## src/rtl/parity_pkg.sv

```systemverilog
// Shared definitions for the parity frame serializer and its downstream checker.
package parity_pkg;

   localparam logic MODE_EVEN = 1'b0;
   localparam logic MODE_ODD  = 1'b1;

   typedef enum logic [1:0] {
      S_IDLE = 2'd0,
      S_DATA = 2'd1,
      S_PAR  = 2'd2
   } state_e;

endpackage

```

## src/rtl/parity_gen.sv

```systemverilog
// Combinational parity bit generator shared by serializer and checker.
module parity_gen
   import parity_pkg::*;
#(
   parameter int unsigned DATA_W = 7
) (
   input  logic [DATA_W-1:0] data_i,
   input  logic              mode_i,
   output logic              parity_o
);

   // Even mode makes the frame's total ones even, odd mode makes it odd.
   always_comb begin
      parity_o = (mode_i == MODE_ODD) ? ~(^data_i) : (^data_i);
   end

endmodule

```

## src/rtl/parity_frame_serializer.sv

```systemverilog
// Word-to-serial framer: MSB-first data bits followed by one parity bit,
// with a one-word hold buffer so frames can run back to back.
module parity_frame_serializer
   import parity_pkg::*;
#(
   parameter int unsigned DATA_W = 7
) (
   input  logic              clk,
   input  logic              reset,
   input  logic [DATA_W-1:0] in_data,
   input  logic              in_mode,
   input  logic              in_valid,
   output logic              in_ready,
   output logic              data_out,
   output logic              valid_out,
   output logic              mode_out,
   input  logic              out_ready,
   output logic              frame_done,
   output logic              busy
);

   localparam int unsigned     IDXW    = $clog2(DATA_W + 1);
   localparam logic [IDXW-1:0] IDX_TOP = IDXW'(DATA_W - 1);

   state_e            state_q;
   logic [DATA_W-1:0] sh_q;
   logic [DATA_W-1:0] sh_d;
   logic [IDXW-1:0]   idx_q;
   logic              par_q;
   logic              hold_full_q;
   logic [DATA_W-1:0] hold_data_q;
   logic              hold_mode_q;
   logic              data_out_q;
   logic              valid_out_q;
   logic              mode_out_q;
   logic              busy_q;

   logic [DATA_W-1:0] ld_data;
   logic              ld_mode;
   logic              ld_par;
   logic              accept;
   logic              adv;
   logic              direct;
   logic              load_en;
   logic              hold_wr;
   logic              hold_clr;

   // Parity is computed once, on whichever word is about to enter the shifter.
   parity_gen #(
      .DATA_W (DATA_W)
   ) u_parity_gen (
      .data_i   (ld_data),
      .mode_i   (ld_mode),
      .parity_o (ld_par)
   );

   // Handshake decode and load-source selection (hold buffer has priority).
   always_comb begin
      in_ready   = reset & ~hold_full_q;
      accept     = in_valid & in_ready;
      adv        = valid_out_q & out_ready;
      ld_data    = hold_full_q ? hold_data_q : in_data;
      ld_mode    = hold_full_q ? hold_mode_q : in_mode;
      sh_d       = sh_q << 1;
      // A word goes straight to the shifter when idle or when the parity bit
      // is leaving this cycle; otherwise it parks in the hold slot.
      direct     = (state_q == S_IDLE) | ((state_q == S_PAR) & adv);
      load_en    = ((state_q == S_IDLE) & accept)
                 | ((state_q == S_PAR) & adv & (hold_full_q | accept));
      hold_wr    = accept & ~direct;
      hold_clr   = (state_q == S_PAR) & adv & hold_full_q;
      frame_done = reset & (state_q == S_PAR) & out_ready;
      data_out   = data_out_q;
      valid_out  = valid_out_q;
      mode_out   = mode_out_q;
      busy       = busy_q;
   end

   // Framing FSM, shifter, hold buffer and registered outputs.
   always_ff @(posedge clk) begin
      if (!reset) begin
         state_q     <= S_IDLE;
         sh_q        <= '0;
         idx_q       <= '0;
         par_q       <= 1'b0;
         hold_full_q <= 1'b0;
         hold_data_q <= '0;
         hold_mode_q <= 1'b0;
         data_out_q  <= 1'b0;
         valid_out_q <= 1'b0;
         mode_out_q  <= 1'b0;
         busy_q      <= 1'b0;
      end else begin
         if (load_en) begin
            sh_q        <= ld_data;
            par_q       <= ld_par;
            mode_out_q  <= ld_mode;
            idx_q       <= IDX_TOP;
            data_out_q  <= ld_data[DATA_W-1];
            valid_out_q <= 1'b1;
            busy_q      <= 1'b1;
            state_q     <= S_DATA;
         end else begin
            case (state_q)
               S_DATA: begin
                  if (adv) begin
                     if (idx_q == '0) begin
                        data_out_q <= par_q;
                        state_q    <= S_PAR;
                     end else begin
                        sh_q       <= sh_d;
                        data_out_q <= sh_d[DATA_W-1];
                        idx_q      <= idx_q - IDXW'(1);
                     end
                  end
               end
               S_PAR: begin
                  if (adv) begin
                     valid_out_q <= 1'b0;
                     busy_q      <= 1'b0;
                     state_q     <= S_IDLE;
                  end
               end
               default: ;
            endcase
         end
         if (hold_clr) begin
            hold_full_q <= 1'b0;
         end
         if (hold_wr) begin
            hold_full_q <= 1'b1;
            hold_data_q <= in_data;
            hold_mode_q <= in_mode;
            busy_q      <= 1'b1;
         end
      end
   end

endmodule

```

## config.mk

```make
export PLATFORM = sky130hd
export DESIGN_NAME = parity_frame_serializer
export DESIGN_NICKNAME = d
export VERILOG_FILES = /design/src/rtl/parity_pkg.sv /design/src/rtl/parity_gen.sv /design/src/rtl/parity_frame_serializer.sv
export SDC_FILE = /design/constraint.sdc
export NUM_CORES = 1
export LEC_CHECK = 0
export ABC_AREA = 1
export CORE_MARGIN = 5
export CORE_UTILIZATION = 50
export DETAILED_ROUTE_END_ITERATION = 10
export PLACE_DENSITY = 0.73
export SKIP_LAST_GASP = 1
export SLEW_MARGIN = 40
export SYNTH_ARGS = -nofsm -noshare
export SYNTH_HDL_FRONTEND = slang
export SYNTH_SLANG_ARGS = --single-unit
export TNS_END_PERCENT = 10
```

## constraint.sdc

```tcl
create_clock -name clk -period 3.65 [get_ports clk]
set_input_delay 0.365 -clock clk [delete_from_list [all_inputs] [get_ports clk]]
set_output_delay 0.365 -clock clk [all_outputs]
set_load 0.01 [all_outputs]
```

**Word-level counts from Yosys, hierarchy flattened**

Cells that the tools add are included.

- Logic and storage cells: 86
- Input port bits: 12
- Register bits after elaboration: 25

- Reduce and logical (&&, ||, !) cells: 19
- Equal/unequal tests: 9
- Bitwise operators: 18
- Mux-type cells: 26
- $add $sub $neg: 1

Operators by type and width:

| kind | number |
|---|---|
| $mux W6 | 4 |
| $mux W1 | 13 |
| $mux W3 | 4 |
| $and A1 B1 Y1 | 10 |
| $reduce_bool A2 Y1 | 5 |
| $ne A3 B3 Y1 const B | 3 |
| $reduce_bool A3 Y1 | 3 |
| $ne A2 B2 Y1 const B | 4 |
| $reduce_and A4 Y1 | 2 |
| $mux W7 | 1 |
| $reduce_xor A7 Y1 | 1 |
| $mux W2 | 3 |
| $reduce_and A2 Y1 | 3 |
| $reduce_and A3 Y1 | 2 |
| $not A1 Y1 | 5 |
| $pmux W2 S2 | 1 |
| $logic_not A3 Y1 | 1 |
| $or A1 B1 Y1 | 3 |
| $sub A3 B1 Y3 const B | 1 |
| $eq A2 B1 Y1 const B | 1 |
| $eq A2 B2 Y1 const B | 1 |
| $logic_not A2 Y1 | 1 |
| $reduce_or A2 Y1 | 1 |

**Logic depth before layout (Yosys ltp)**

Gate-level depths: netlist of the first run.

- Word-level depth: 8
- Mapped depth: 14
- Depth with buffers taken out: 13

**Cells and area by module**

Synthesis of the first run repeated with hierarchy kept, for this count alone.

- Cells, all modules: 213
- Area, all modules: 1383.8 um^2

Modules (own cells, without submodules):

| module | sequential area each (um^2) | instances | cells each | area an instance (um^2) |
|---|---|---|---|---|
| parity_frame_serializer | 500.5 | 1 | 186 | 1267.5 |
| parity_gen | 0.0 | 1 | 27 | 116.4 |

**Least setup slack after synthesis of the first run**

No wires, ideal clock.

- Kind: register -> register
- Start: reg valid_out_q, in the netlist valid_out
- End: reg sh_q[3]
- Arrival: 1296 ps
- Setup slack: 2279 ps
- Setup time: 74 ps
- Cell stages (with the launch flop): 8
- Clock period less this slack: 1371 ps
- Path buffers: 1
- Path through: dfxtp_1 -> nand2_1 -> a21oi_1 -> nand2_4 -> inv_6 -> buf_12 -> nand2_2 -> a31oi_1

- Longest elaborated chain between the ends: 6
- Elaborated cells on any way between the ends: 9

RTL lines:

| element | RTL line | RTL |
|---|---|---|
| from (decl) | parity_frame_serializer.sv:34 | `logic valid_out_q;` |
| from (signal assigned) | parity_frame_serializer.sv:90 | `valid_out_q <= 1'b0;` |
| from (signal assigned) | parity_frame_serializer.sv:100 | `valid_out_q <= 1'b1;` |
| from (signal assigned) | parity_frame_serializer.sv:119 | `valid_out_q <= 1'b0;` |
| $and A1 B1 Y1 * | parity_frame_serializer.sv:61 | `adv = valid_out_q & out_ready;` |
| $and A1 B1 Y1 (2 in a row) | parity_frame_serializer.sv:69 | `\| ((state_q == S_PAR) & adv & (hold_full_q \| accept));` |
| $or A1 B1 Y1 | parity_frame_serializer.sv:69 |  |
| $ne A2 B2 Y1 (no line) or $reduce_bool A2 Y1 (tied branches) | -- |  |
| $reduce_and A3 Y1 (no line) | -- |  |
| to (signal assigned) | parity_frame_serializer.sv:95 | `sh_q <= ld_data;` |
| to (decl) | parity_frame_serializer.sv:26 | `logic [DATA_W-1:0] sh_q;` |

Every way passes the cells marked *; elsewhere a longest branch is shown, timed or not.
A chain may end at the register's enable or synchronous reset.

**Worst setup path in the final report of the first run**

- Start: in reset
- End: out in_ready

- Longest elaborated chain between the ends: 1

RTL lines:

| element | RTL line | RTL |
|---|---|---|
| from (decl) | parity_frame_serializer.sv:9 | `input logic reset,` |
| $and A1 B1 Y1 | parity_frame_serializer.sv:59 | `in_ready = reset & ~hold_full_q;` |
| to (decl) | parity_frame_serializer.sv:13 | `output logic in_ready,` |

No other way between the ends.

==> results.ini, run 1 <==
[drt]
firstDrtPassIters=4
detail_route.iter0.violations=69
route.final.wire_length_um=2752
drtAntennaViolNets=0
post-route-drc-count=0
route.vias.total=1271
wl_per_cell_um=10.58
routed_via_density=4.888

[synth]
ys_async_sr_fraction_pct=0
syn_avg_cell_area_sq_um=6.756
ys_types=29
synth_top_flop_cell=sky130_fd_sc_hd__dfxtp_1
synth_enable_flop_cells=0
netlist_top_cells_count=sky130_fd_sc_hd__nand2_1, sky130_fd_sc_hd__dfxtp_1, sky130_fd_sc_hd__inv_1
yosys.cell_count.top_type=sky130_fd_sc_hd__nand2_1
post_synth_main_area_contributors=sky130_fd_sc_hd__dfxtp_1, sky130_fd_sc_hd__nand2_1, sky130_fd_sc_hd__a21oi_1, sky130_fd_sc_hd__inv_1, sky130_fd_sc_hd__nand2_2
fraction_of_post_synthesis_cell_area_in_the_top_cell_type_by_area_pct=34.45
synthCells=215
synth-warning-count=0
ys_ff_latch=25
synth_area_leader_cell=sky130_fd_sc_hd__dfxtp_1
synth-seq-area-share_pct=34.45
mappedNetlistArea_sq_mm=0.001453
synth.net_count=229

[critical_path]
worst_ep_required_time_ns=3.28
worst_setup_path_class=primary input to primary output
cp_common_cell=sky130_fd_sc_hd__clkdlybuf4s50_1
cpMaxStageDelayCell=sky130_fd_sc_hd__clkdlybuf4s50_1
cell_family_with_the_largest_share_of_critical_path_delay=buffers and inverters
setup.worst_path.end_class=primary output
worst-path-max-fanout=16
worstPathBufferInverterCount=3
path_cells=clkdlybuf4s50_1 -> inv_2 -> nor2_4 -> clkdlybuf4s50_1
worst-endpoint-arrival_ns=2.02
setup.worst_path.start_class=primary input
crit_path_max_incr_delay_ns=0.72

[power_and_ir_drop]
vdd.ir_drop.worst_uv=272.5
leakagePower_nw=0.7238
cellPowerDensity_mw_per_mm2=323.8

[timing]
drv_slew=0
max_clock_freq_ghz=0.4188
period_share_pct=65.41
final.min_clock_period_ns=2.388
rsz0062_at_grt=false
timing.final.setup_violations=0
timing.max_slew.rel_slack_pct=70.85
timing.clock.skew_ns=0.007980
final_hold_violation_count=0
setup-tns-final_ns=0
slew_of_the_pin_with_the_lowest_slew_margin_ns=0.4367
timing.final.ws_setup_ns=1.262

[clock_tree]
tritoncts=done
clockBufferDepth=2
cts-htree-levels=1
clk_transition_reported_paths_ns=0.14
cts-resized-gates=0
clk-insertion-delay-late_ns=0.32
cts_post_setup_buffers_inserted=0
cts-root-buf=sky130_fd_sc_hd__clkbuf_4
number_of_buffers_created_by_cts=3
cts.sinks=25
holdBufCountCts=0

[finish]
layout.nets=244
ff_latch_area_sq_um=501.7
fillCellCount=274
multiInputGateArea_sq_um=789.5
syn2layout_area_growth_pct=12.23
n_antenna_cell=0
final_layout_size_suffix_gt1_share_pct=15.28

[global_route]
grt_first_pass_wirelength_um=4823
grt-ovfl-total=0
grt_max_degree=21
initial_antenna_violation_count=0
via_count_of_the_first_global_routing_pass=1151
global_route_usage_sum_pct=14.15

[floorplan]
dieArea_sq_mm=0.004083
pin_count=18
fp.dieW_um=63.90
placeableCoreArea_sq_mm=0.002781
std_cell_rows=19
die_y_um=63.90
initial_cell_density_of_the_core_pct=52.23

[status]
outcome=complete, no violations

[placement]
port-buffer-count=17
setup_slack_placement_ns=1.212
place.detailed.hpwl_um=2078
globalplace.congestion=0.7840

[worst_hold_path]
hold_path_class=flip-flop to flip-flop

[flow_run]
max_capacitance_violation_total=0

stage by stage:
stage | std cells | power, mW | instance area, sq um | utilization, % | hold slack [ns]
after global routing | 260 | 0.5590 | 1630 | 58.61 | 0.4968
final | 260 | 0.5279 | 1630 | 58.61 | 0.4778
after CTS | 260 | 0.5357 | 1629 | 58.57 | 0.4843
after detailed placement | 256 | 0.4106 | 1602 | 57.58 | 0.4667
after floorplan | 215 | 0.3801 | 1453 | - | 0.4390
after global placement | 256 | 0.4095 | 1602 | 57.58 | 0.4568
flip-flops by register name, indices dropped and copies added, names as in the netlist:
signal       flops
valid_out        1
state_q          2
sh_q             6
hold_mode_q      1
par_q            1
hold_data_q      7
hold_full_q      1
mode_out         1
data_out         1
idx_q            3
busy             1
per-layer routing:
metal | vias up | wire length (um) | GRT usage (%)
met3 | 4 | 109 | 3.327
met1 | 531 | 1353 | 18.10
li1 | 715 | - | -
met4 | 0 | 33 | 3.896
met2 | 21 | 1256 | 23.62
met5 | - | 0 | 0
logic make-up (layout without fill, tap and decap cells):
family / count (synthesis) / count (layout) / synth area share [%]
adder cells (fa/ha/maj): 2 / 2 / 1.722
flip-flops: 25 / 25 / 34.45
multiplexers: 1 / 1 / 0.6891
AND/OR/NAND/NOR: 110 / 110 / 34.63
buffers and inverters: 33 / 47 / 11.20
AO/OA/AOI/OAI: 44 / 44 / 17.31
worst paths after layout:
path,from,end,slack (ns),depth (start not counted)
worst max-delay path,reset,in_ready,1.26,4
worst min-delay path,sh_q[0]$_SDFFE_PN0P_,sh_q[0]$_SDFFE_PN0P_,0.48,2
worst max register to register,hold_full_q$_SDFFE_PN0P_,par_q$_SDFFE_PN0P_,1.96,11
worst min register to register,sh_q[0]$_SDFFE_PN0P_,sh_q[0]$_SDFFE_PN0P_,0.48,2
cells in the final DEF (no fill, tap or decap), drive strengths merged, types with 2 or more instances in the layout:
cell,n
ha,2
a31oi,8
nand2,86
a211oi,2
nand3,6
clkdlybuf4s50,17
o21ai,17
clkbuf,3
nor2,15
a21oi,17
inv,26
dfxtp,25
report_power, final:
part           total, mW  internal, mW  switching [mW]
Sequential         0.297         0.286          0.0105
Combinational      0.108        0.0447          0.0630
Clock              0.123        0.0410          0.0824
area by class of cell:
cell class                      instances  share of cell area (%)
Multi-Input combinational cell        157                   48.43
Timing Repair Buffer                   17                   10.44
Sequential cell                        25                   30.78
Inverter                               26                   6.293
Clock buffer                            3                   1.381
Clock inverter                          1                  0.3070
Tap cell                               31                   2.379
tightest hold or removal path, stage by stage (launching register included):
cell and delay [ns]:
sky130_fd_sc_hd__dfxtp_1 0.34, sky130_fd_sc_hd__nand2_1 0.06, sky130_fd_sc_hd__a21oi_1 0.05
Power figures use the tool's default switching activity.
==> inputs of run 2 (changes only) <==
--- a/config.mk
+++ b/config.mk
@@ -7,9 +7,9 @@
 export LEC_CHECK = 0
 export ABC_AREA = 1
 export CORE_MARGIN = 5
-export CORE_UTILIZATION = 50
+export CORE_UTILIZATION = 49
 export DETAILED_ROUTE_END_ITERATION = 10
-export PLACE_DENSITY = 0.73
+export PLACE_DENSITY = 0.75
 export SKIP_LAST_GASP = 1
 export SLEW_MARGIN = 40
 export SYNTH_ARGS = -nofsm -noshare
==> constraint.sdc (replaced) <==
create_clock -name clk -period 1.93 [get_ports clk]
set_input_delay 0.193 -clock clk [delete_from_list [all_inputs] [get_ports clk]]
set_output_delay 0.193 -clock clk [all_outputs]
set_load 0.01 [all_outputs]
==> run 2 against run 1 <==
  * Clock skew rose by 0.0099 ns
  * Sequential power rose by 89%
  * Via count rose by 3.7%
  * Utilization rose by 1.3 points
  * Sequential cell count did not move
  * Largest cell class unchanged
  * Largest power group unchanged
==> results.ini, run 2 (synthesis results as in run 1) <==
[drt]
firstDrtPassIters=4
route.vias.total=1318
wl_per_cell_um=10.73
route.final.wire_length_um=2834
detail_route.iter0.violations=93
drtAntennaViolNets=0
routed_via_density=4.992
post-route-drc-count=0

[timing]
final_hold_violation_count=0
setup-tns-final_ns=0
timing.final.setup_violations=0
final.min_clock_period_ns=1.842
max_clock_freq_ghz=0.5428
timing.max_slew.rel_slack_pct=69.27
drv_slew=0
timing.clock.skew_ns=0.01791
period_share_pct=95.46
hold_slack_ns=0.4489
timing.final.ws_setup_ns=0.08768
slew_of_the_pin_with_the_lowest_slew_margin_ns=0.4605

[clock_tree]
clockBufferDepth=2
cts-htree-levels=1
cts-root-buf=sky130_fd_sc_hd__clkbuf_4
clk-insertion-delay-late_ns=0.33
number_of_buffers_created_by_cts=3
clk_transition_reported_paths_ns=0.15
cts.sinks=25
tritoncts=done

[finish]
fillCellCount=263
final_cell_mix=sky130_fd_sc_hd__nand2_1, sky130_fd_sc_hd__dfxtp_1, sky130_fd_sc_hd__inv_1, sky130_fd_sc_hd__a21oi_1, sky130_fd_sc_hd__clkdlybuf4s50_1
largest_reg_flops=7
layout.cells.most_common=sky130_fd_sc_hd__nand2_1
largest-register=hold_data_q
final_cell_area_sq_mm=0.001680
n_antenna_cell=0
syn2layout_area_growth_pct=15.68
final_layout_size_suffix_gt1_share_pct=16.74
layout.nets=248
final_core_utilization_pct=59.90
final_cell_count_no_fill=264
reg_top3=hold_data_q: 7 flops, sh_q: 6 flops, idx_q: 3 flops

[global_route]
global_route_usage_sum_pct=15.85
grt_max_degree=16
initial_antenna_violation_count=0
via_count_of_the_first_global_routing_pass=1258
grt-ovfl-total=0
grt_first_pass_wirelength_um=5402

[critical_path]
worst_setup_path_class=flip-flop to primary output
worst-path-max-fanout=4
setup.worst_path.start_class=flip-flop
setup.worst_path.end_class=primary output
worst-endpoint-arrival_ns=1.65
worst_ep_required_time_ns=1.74

[floorplan]
initial_cell_density_of_the_core_pct=51.78
std_cell_rows=19
die_y_um=64.45
pin_count=18
dieArea_sq_mm=0.004153
placeableCoreArea_sq_mm=0.002805
fp.dieW_um=64.45

[flow_run]
max_capacitance_violation_total=0

[placement]
place.detailed.hpwl_um=2146
numPlacedInstances=260
post_dp_cell_area_sq_mm=0.001644
setup_slack_placement_ns=0.06132
globalplace.congestion=0.7830
port-buffer-count=17

[power_and_ir_drop]
power_mw=1.019
vdd.ir_drop.worst_uv=374.7
cellPowerDensity_mw_per_mm2=606.4
leakagePower_nw=0.7425

[status]
outcome=complete, no violations

[worst_hold_path]
hold_path_class=primary input to flip-flop

-- run 2: final timing paths --
kind / startpoint / slack, ns / depth (start not counted) / to
setup / recovery: state_q[1]$_SDFFE_PP0P_ / 0.09 / 4 / frame_done
hold / removal: in_data[4] / 0.45 / 3 / hold_data_q[4]$_SDFFE_PN0P_
setup reg to reg: hold_full_q$_SDFFE_PN0P_ / 0.32 / 11 / par_q$_SDFFE_PN0P_
hold reg to reg: sh_q[0]$_SDFFE_PN0P_ / 0.47 / 2 / sh_q[0]$_SDFFE_PN0P_
-- run 2: repair_timing --
| action | in CTS | in global routing |
|---|---|---|
| hold buffers | 0 | 0 |
| gates resized for setup | 1 | 1 |
| buffers inserted | 0 | 0 |
| setup endpoints to repair | 1 | 1 |
-- run 2: worst max-delay path, cell delays in order (launching register included) --
cell                              delay, ns
sky130_fd_sc_hd__dfxtp_2               0.38
sky130_fd_sc_hd__inv_1                 0.10
sky130_fd_sc_hd__nor2_4                0.13
sky130_fd_sc_hd__and3_1                0.17
sky130_fd_sc_hd__clkdlybuf4s50_1       0.53
-- run 2: power by group --
part	leakage, nW	switching [mW]	internal, mW
registers	0.204	0.0188	0.542
logic	0.524	0.122	0.0918
clock network	0.0139	0.166	0.0794
-- run 2: area by class of cell --
| cell class | count | area [sq um] | area share (%) |
|---|---|---|---|
| Multi-Input combinational cell | 157 | 794.5 | 47.28 |
| Sequential cell | 25 | 501.7 | 29.86 |
| Timing Repair Buffer | 21 | 212.7 | 12.66 |
| Inverter | 26 | 102.6 | 6.106 |
| Tap cell | 31 | 38.79 | 2.308 |
| Clock buffer | 3 | 22.52 | 1.340 |
| Clock inverter | 1 | 7.507 | 0.4468 |
-- run 2: per-layer routing --
layer  vias up  routed length [um]  GRT usage [%]
met1       582                1407          20.36
met5         -                   0              0
met3         4                  83          4.663
met2        11                1314          25.77
li1        721                   -              -
met4         0                  29          4.749
